`config.mk`:
```
export PLATFORM = sky130hd
export DESIGN_NAME = spi_flash_ctrl
export DESIGN_NICKNAME = d
export VERILOG_FILES = /design/src/rtl/spi_flash_ctrl.sv
export SDC_FILE = /design/constraint.sdc
export NUM_CORES = 1
export LEC_CHECK = 0
export BUFFER_PORTS_ARGS = -buffer_cell sky130_fd_sc_hd__buf_2
export CAP_MARGIN = 20
export CORE_MARGIN = 2
export CORE_UTILIZATION = 40
export CTS_CLUSTER_DIAMETER = 150
export DETAILED_ROUTE_END_ITERATION = 7
export PLACE_DENSITY_LB_ADDON = 0.2
export SYNTH_ARGS = -nofsm -noshare
export SYNTH_HDL_FRONTEND = slang
export SYNTH_SLANG_ARGS = --single-unit
export TNS_END_PERCENT = 30
```
`constraint.sdc`:
```
create_clock -name wb_clk_i -period 3.35 [get_ports wb_clk_i]
set_input_delay 0.5025 -clock wb_clk_i [delete_from_list [all_inputs] [get_ports wb_clk_i]]
set_output_delay 0.5025 -clock wb_clk_i [all_outputs]
set_load 0.02 [all_outputs]
```
`src/rtl/spi_flash_ctrl.sv`:
```
// spi_flash_ctrl: read-only Wishbone window onto SPI NOR flash, one 0x03 READ per 32-bit word, 0xAB wake after reset
module spi_flash_ctrl #(
  parameter int WAKE_DELAY = 16
) (
  input  logic        wb_clk_i,
  input  logic        wb_rst_i,
  input  logic        wb_cyc_i,
  input  logic        wb_stb_i,
  input  logic        wb_we_i,
  input  logic [31:0] wb_adr_i,
  input  logic [31:0] wb_dat_i,
  output logic [31:0] wb_dat_o,
  output logic        wb_ack_o,
  output logic        o_spi_cs_n,
  output logic        o_spi_clk,
  output logic        o_spi_mosi,
  input  logic        i_spi_miso
);
  typedef enum logic [2:0] {WAKE, WAKE_WAIT, IDLE, XFER, ACK, GAP} state_t;
  state_t state;
  logic [15:0] cnt;
  logic [31:0] tx;
  logic [31:0] rx;
  logic wr;
  logic unused;
  assign unused = ^{wb_dat_i, wb_adr_i[31:24], wb_adr_i[1:0]};
  always_ff @(posedge wb_clk_i) begin
    if (wb_rst_i) begin
      state <= WAKE;
      o_spi_cs_n <= 1'b1;
      o_spi_clk <= 1'b0;
      o_spi_mosi <= 1'b0;
      wb_ack_o <= 1'b0;
      wb_dat_o <= '0;
      cnt <= '0;
      tx <= '0;
      rx <= '0;
      wr <= 1'b0;
    end else begin
      case (state)
        WAKE, XFER: begin
          if (state == WAKE && o_spi_cs_n) begin
            o_spi_cs_n <= 1'b0;
            tx <= 32'hAB00_0000;
            o_spi_mosi <= 1'b1;
            cnt <= '0;
          end else begin
            o_spi_clk <= ~o_spi_clk;
            // falling SCK edge: sample MISO, present next MOSI bit
            if (o_spi_clk) begin
              tx <= {tx[30:0], 1'b0};
              o_spi_mosi <= tx[30];
              rx <= {rx[30:0], i_spi_miso};
              cnt <= cnt + 16'd1;
            end
            if (o_spi_clk && state == WAKE && cnt == 16'd7) begin
              o_spi_cs_n <= 1'b1;
              cnt <= '0;
              state <= WAKE_WAIT;
            end
            if (o_spi_clk && state == XFER && cnt == 16'd63) state <= ACK;
          end
        end
        WAKE_WAIT: begin
          cnt <= cnt + 16'd1;
          if (cnt == 16'(WAKE_DELAY - 1)) state <= IDLE;
        end
        IDLE: begin
          if (wb_cyc_i && wb_stb_i) begin
            wr <= wb_we_i;
            state <= wb_we_i ? ACK : XFER;
            if (!wb_we_i) begin
              o_spi_cs_n <= 1'b0;
              o_spi_mosi <= 1'b0;
              tx <= {8'h03, wb_adr_i[23:2], 2'b00};
              cnt <= '0;
            end
          end
        end
        ACK: begin
          wb_ack_o <= 1'b1;
          o_spi_cs_n <= 1'b1;
          if (!wr) wb_dat_o <= {rx[7:0], rx[15:8], rx[23:16], rx[31:24]};
          state <= GAP;
        end
        GAP: begin
          wb_ack_o <= 1'b0;
          state <= IDLE;
        end
        default: state <= WAKE;
      endcase
    end
  end
endmodule

```
==> impl_metrics.env, run 1 <==
export IMPL_grt_pass1_vias=3768
export IMPL_placeableCoreArea_um2=11900
export IMPL_wirelength_mm=10.2
export IMPL_synth_top_cell_area_share_pct=48.3
export IMPL_start_util_pct=40.7
export IMPL_final_area_um2=5730
export IMPL_relSlewSlack_pct=54.4
export IMPL_antenna_found_initial=0
export IMPL_ys_seq_area_share_pct=48.3
export IMPL_setup_viol=0
export IMPL_drv_cap=0
export IMPL_synthArstFlopShare_pct=0
export IMPL_die_area_um2=13000
export IMPL_yosysWarningCount=0
export IMPL_synthTopCellsByCount="nand2_1 (147), dfxtp_1 (117), a21oi_1 (74)"
export IMPL_insertion_delay_ns=0.40
export IMPL_slowest_delay_ns=0.66
export IMPL_clk_path_buf_depth=2
export IMPL_port_buffers=63
export IMPL_synth_cell_types=52
export IMPL_outcome="finished, final reports clean"
export IMPL_cts_setup_buffers=0
export IMPL_cp_required_ns=3.62
export IMPL_gp_congestion=0.778
export IMPL_cts_hold_buf=0
export IMPL_p_leak_uw=0.00212
export IMPL_worst_pin_slew_ns=0.685
export IMPL_tns_ns=0
export IMPL_placed_area_um2=5190
export IMPL_worstHoldPathCells=3
export IMPL_slew_viol_final=0
export IMPL_syn_inst=579
export IMPL_min_period_over_period_pct=69.3
export IMPL_synthesis_area_um2=4840
export IMPL_first_iter_violations=245
export IMPL_diodes=0
export IMPL_peakVddDrop_v=0.000273
export IMPL_cts_root_buf="clkbuf_16"
export IMPL_worstHoldPathType="in2reg"
export IMPL_synth_edff_count=0
export IMPL_arrival_ns=2.59
export IMPL_hold_viol=0
export IMPL_grt_pass1_wl_mm=17.3
export IMPL_finalClockSkew_ns=0.00681
export IMPL_yosys_area_top_type="dfxtp_1"
export IMPL_worstPathCellList="inv_2 -> a31o_1 -> a211o_1 -> buf_4 -> a221oi_1 -> nor3_1"
export IMPL_synth_area_top_cells="dfxtp_1 (48%), nand2_1 (11%), a21oi_1 (7.6%), a221oi_2 (4.0%), nor2_1 (3.6%)"
export IMPL_syn2layout_area_growth_pct=18.3
export IMPL_rows=40
export IMPL_cts_repair_resized=0
export IMPL_cts_num_sinks=117
export IMPL_htree_levels=4
export IMPL_cts_buffers=17
export IMPL_routed_via_count=4068
export IMPL_tritoncts="built"
export IMPL_cp_max_fo=28
export IMPL_max_freq_mhz=431
export IMPL_finalNetCount=697
export IMPL_pin_count=106
export IMPL_antenna_left=0
export IMPL_p_per_area_nw_per_um2=728
export IMPL_crit_path_end_kind="register"
export IMPL_grt_ovfl_total=0
export IMPL_seq_area_um2=2340
export IMPL_die_w_um=114
export IMPL_synth_nets=650
export IMPL_clkTransAtPathRegs_ns=0.05
export IMPL_synth_seq_cells=117
export IMPL_syn_mean_instance_area_um2=8.37
export IMPL_rr_worst_depth=6
export IMPL_yosysMostFrequentCell="nand2_1"
export IMPL_grt_start_max_net_pins=59
export IMPL_dp_worst_setup_slack_ns=0.985
export IMPL_first_pass_iters=4
export IMPL_period_needed_ns=2.32
export IMPL_cpMaxStageDelayCell="dfxtp_1"
export IMPL_grt_setup_unrepaired="no"
export IMPL_grtUsageTotal_pct=16.4
export IMPL_synth_ff_type="dfxtp_1"
export IMPL_num_fill_cells=1222
export IMPL_die_y_um=114
export IMPL_multi_input_area_um2=2270
export IMPL_drc_errors=0
export IMPL_layout_setup_ws_ns=1.03
export IMPL_critPathLaunchType="register"
export IMPL_dpl_hpwl_mm=6.43
export IMPL_routedWlPerCell_um=13.0
export IMPL_drive_gt1_share_pct=20.0
export IMPL_crit_type="reg2reg"
export IMPL_vias_per_cell=5.18
[metal layers]
metal / GRT usage [%] / wire length, um / up-vias
met3: 5.19 / 502 / 10
met2: 26.3 / 4730 / 77
met1: 20.7 / 4900 / 1890
met5: 0 / 0 / -
li1: - / - / 2091
met4: 6.26 / 90 / 0
[placed cells by master (no fill, tap or decap), drive strengths merged, types with 2 or more instances in the layout]
cell type,n
o21ai,9
or3,2
dfxtp,117
o211ai,3
clkinvlp,5
nand3b,2
and3,5
nor3b,4
xnor2,16
buf,72
a211oi,4
a21oi,76
and2,2
nand3,16
nand4,2
nand2,147
inv,3
nor2b,4
clkinv,6
nor2,47
clkbuf,19
nor4b,2
nor4,8
nor3,30
a221oi,22
[stage by stage]
stage	util [%]	total power, uW	hold WS (ns)	instances
CTS	48.1	4220	0.340	786
floorplan	-	2420	0.432	579
global placement	43.6	2540	0.440	754
detailed placement	43.6	2560	0.445	754
global route	48.1	4410	0.363	786
finish	48.1	4170	0.353	786
[cell families after synthesis]
family          count (synthesis)  synth area share, %
simple gates                  276                 25.6
compound gates                122                 17.5
flops                         117                 48.3
buf+inv                        46                 5.19
xor+xnor                       16                 2.89
mux                             1                0.207
fa+ha+maj                       1                0.258
[power by group]
part / total (uW) / internal [uW] / switching, uW
Clock: 1640 / 1010 / 630
Combinational: 877 / 326 / 550
Sequential: 1650 / 1540 / 110
[cell type report]
type	instances	share of cell area, %
multi-input cells	416	39.6
clock inverters	13	1.92
well taps	147	3.21
clock buffers	19	7.55
flip-flops and latches	117	40.9
repair buffers	72	6.72
inverters	2	0.131
[sequential cells by signal, indices dropped and copies added, names as in the netlist]
signal      flops
cnt            16
o_spi_clk       1
o_spi_cs_n      1
o_spi_mosi      1
rx             32
state           3
tx             29
wb_ack_o        1
wb_dat_o       32
wr              1
[worst max-delay path: cells and delay by family (launching register included)]
family / cells / cell delay, ns
compound gates: 3 / 1.05
flops: 1 / 0.66
simple gates: 1 / 0.08
buf+inv: 2 / 0.39
[path summary, 6_finish.rpt]
kind | start | to | slack [ns]
worst max-delay path | state[0] | tx[8] | 1.03
worst min register to register | wb_dat_o[5] | wb_dat_o[5] | 0.45
worst max register to register | state[0] | tx[8] | 1.03
worst min-delay path | i_spi_miso | rx[0] | 0.35
Power figures use the tool's default switching activity.
==> inputs of run 2 (changes only) <==
ABC_AREA = 1   (was not set)
clock period = 1.95 ns   (was 3.35 ns; I/O delays follow)
==> run 2 against run 1 <==
  * Clock skew about the same
  * Cell count grew 23%
  * Combinational power fell by 28%
  * Highest routed layer unchanged
  * Synthesized cell count increased by 26%
  * Die area is 3.4% higher
  * Clock power rose by 79%
  * Non-clock buffer count grew 4
  * Register-to-register slack worse by 0.84 ns
  * Area after synthesis grew 3.5%
  * Largest power group is now the clock network
  * Fmax rose by 32%
  * Wire length increased by 3.4%
==> impl_metrics.env, run 2 <==
export IMPL_outcome="finished, final reports clean"
export IMPL_slew_viol_final=0
export IMPL_grtUsageMet3_pct=5.49
export IMPL_cts_hold_buf=0
export IMPL_antenna_found_initial=0
export IMPL_vias_per_cell=4.67
export IMPL_peakVddDrop_v=0.000441
export IMPL_synthTopCellsByCount="nand2_1 (223), dfxtp_1 (117), nor2_1 (94)"
export IMPL_grt_pass1_wl_mm=17.7
export IMPL_p_sw_share_pct=23.7
export IMPL_p_comb_share_pct=10.3
export IMPL_synth_area_top_cells="dfxtp_1 (47%), nand2_1 (17%), a21oi_1 (7.2%), nor2_1 (7.0%), inv_1 (4.9%)"
export IMPL_cp_max_fo=15
export IMPL_final_common_cell="nand2_1"
export IMPL_finalClockSkew_ns=0.00705
export IMPL_grt_ovfl_total=0
export IMPL_use_met1_pct=19.5
export IMPL_synth_seq_cells=117
export IMPL_grtUsageTotal_pct=16.6
export IMPL_port_buffers=63
export IMPL_reg_top3="rx x32, wb_dat_o x32, tx x29"
export IMPL_synth_top_cell_area_share_pct=46.7
export IMPL_routedWlPerCell_um=10.9
export IMPL_synthArstFlopShare_pct=0
export IMPL_antenna_left=0
export IMPL_num_fill_cells=1241
export IMPL_tritoncts="built"
export IMPL_final_area_um2=6090
export IMPL_cts_setup_buffers=0
export IMPL_gp_congestion=0.849
export IMPL_switching_power_uw=1450
export IMPL_routed_via_count=4522
export IMPL_die_area_um2=13400
export IMPL_p_leak_uw=0.00262
export IMPL_relSlewSlack_pct=70.5
export IMPL_finalNetCount=858
export IMPL_cts_root_buf="clkbuf_16"
export IMPL_drive_gt1_share_pct=15.0
export IMPL_hold_viol=0
export IMPL_wirelength_mm=10.6
export IMPL_global_route_peak_usage_layer="met2"
export IMPL_die_w_um=116
export IMPL_worstHoldPathType="in2reg"
export IMPL_placeableCoreArea_um2=12100
export IMPL_synth_cell_types=27
export IMPL_pin_count=106
export IMPL_drc_errors=0
export IMPL_intPower_uw=4670
export IMPL_synth_nets=800
export IMPL_final_cell_mix="nand2_1 (223), dfxtp_1 (117), nor2_1 (94)"
export IMPL_yosysMostFrequentCell="nand2_1"
export IMPL_arrival_ns=2.08
export IMPL_syn_mean_instance_area_um2=6.88
export IMPL_rows=40
export IMPL_first_iter_violations=291
export IMPL_synth_edff_count=0
export IMPL_p_per_area_nw_per_um2=1000
export IMPL_drv_cap=0
export IMPL_met2_usage_pct=28.1
export IMPL_cts_repair_resized=0
export IMPL_crit_type="reg2reg"
export IMPL_grt_start_max_net_pins=65
export IMPL_diodes=0
export IMPL_syn_inst=729
export IMPL_htree_levels=4
export IMPL_worst_pin_slew_ns=0.443
export IMPL_syn2layout_area_growth_pct=21.6
export IMPL_min_period_over_period_pct=90.1
export IMPL_clk_path_buf_depth=2
export IMPL_dpl_hpwl_mm=6.84
export IMPL_yosysWarningCount=0
export IMPL_yosys_area_top_type="dfxtp_1"
export IMPL_grt_setup_unrepaired="no"
export IMPL_synth_ff_type="dfxtp_1"
export IMPL_ys_seq_area_share_pct=46.7
export IMPL_cp_required_ns=2.28
export IMPL_period_needed_ns=1.76
export IMPL_cts_buffers=17
export IMPL_first_pass_iters=5
export IMPL_die_y_um=116
export IMPL_insertion_delay_ns=0.41
export IMPL_clkPwrFrac_pct=47.9
export IMPL_grt_pass1_vias=3983
export IMPL_start_util_pct=41.4
export IMPL_crit_path_end_kind="register"
export IMPL_cts_num_sinks=117
export IMPL_p_seq_share_pct=41.7
export IMPL_setup_viol=0
export IMPL_synthesis_area_um2=5010
export IMPL_tns_ns=0
export IMPL_clkTransAtPathRegs_ns=0.05
export IMPL_placed_area_um2=5540
export IMPL_max_freq_mhz=569
export IMPL_critPathLaunchType="register"
-- run 2: cell count changes after synthesis, sizes merged, moves of 4 or more --
cell / before / now
nand2: 147 / 228
inv: 2 / 71
o21ai: 9 / 64
nor2: 47 / 99
nor3: 30 / 4
a221oi: 22 / 0
xnor2: 16 / 0
buf: 26 / 18
nor4: 8 / 0
nand3: 16 / 23
and3: 5 / 0
a211oi: 4 / 0
nor2b: 4 / 0
o21bai: 0 / 4
-- run 2: power groups by stage --
| stage | sequential (uW) | clock, uW | combinational [uW] |
|---|---|---|---|
| after floorplan | 2600 | 0 | 452 |
| after global placement | 2590 | 0 | 627 |
| after detailed placement | 2600 | 0 | 636 |
| after CTS | 2550 | 3010 | 637 |
| after global routing | 2560 | 3110 | 716 |
| final | 2550 | 2930 | 630 |
-- run 2: layout make-up --
class                      count  area, um^2  share of cell area, %
multi-input combinational    504        2230                   36.6
clock inverter                 4        70.1                   1.15
tap                          168         210                   3.45
clock buffer                  28         487                   7.99
sequential                   117        2340                   38.4
timing repair buffer          76         488                   8.01
inverter                      71         267                   4.37
-- run 2: per-stage QoR --
step | total power, uW | setup slack (ns) | std cells | utilization (%) | hold WS (ns)
global placement | 3220 | 0.236 | 936 | 45.7 | 0.428
finish | 6110 | 0.193 | 968 | 50.3 | 0.176
detailed placement | 3230 | 0.190 | 936 | 45.7 | 0.434
CTS | 6200 | 0.169 | 968 | 50.3 | 0.159
global route | 6380 | 0.0154 | 968 | 50.3 | 0.185
floorplan | 3050 | 0.445 | 729 | - | 0.430
-- run 2: worst max-delay path, stage by stage (launching register included) --
cell and delay, ns:
dfxtp_1 0.43, inv_2 0.12, nand3_4 0.16, inv_2 0.14
nor2_4 0.26, nand2_1 0.08, nand2_1 0.08, nand2_2 0.19
nor3_1 0.20
-- run 2: layer usage --
metal  share of wire [%]  wire length [um]  up-vias
met2                  48              5110       87
met4                 1.1               116        0
met5                   0                 0        -
met3                 4.0               428       11
li1                    -                 -     2410
met1                  46              4910     2014
-- run 2: cell families after synthesis --
group / after synthesis / share of synthesized area [%]
AO/OA/AOI/OAI: 142 / 14.6
AND/OR/NAND/NOR: 361 / 29.5
flip-flops: 117 / 46.7
buffers and inverters: 108 / 8.88
adder cells (fa/ha/maj): 1 / 0.250
-- run 2: final timing paths --
path               start  depth (start not counted)           to  slack, ns
max             state[2]                          8       cnt[1]       0.19
min reg2reg  wb_dat_o[4]                          2  wb_dat_o[4]       0.44
min           i_spi_miso                          3        rx[0]       0.18
max reg2reg     state[2]                          8       cnt[1]       0.19
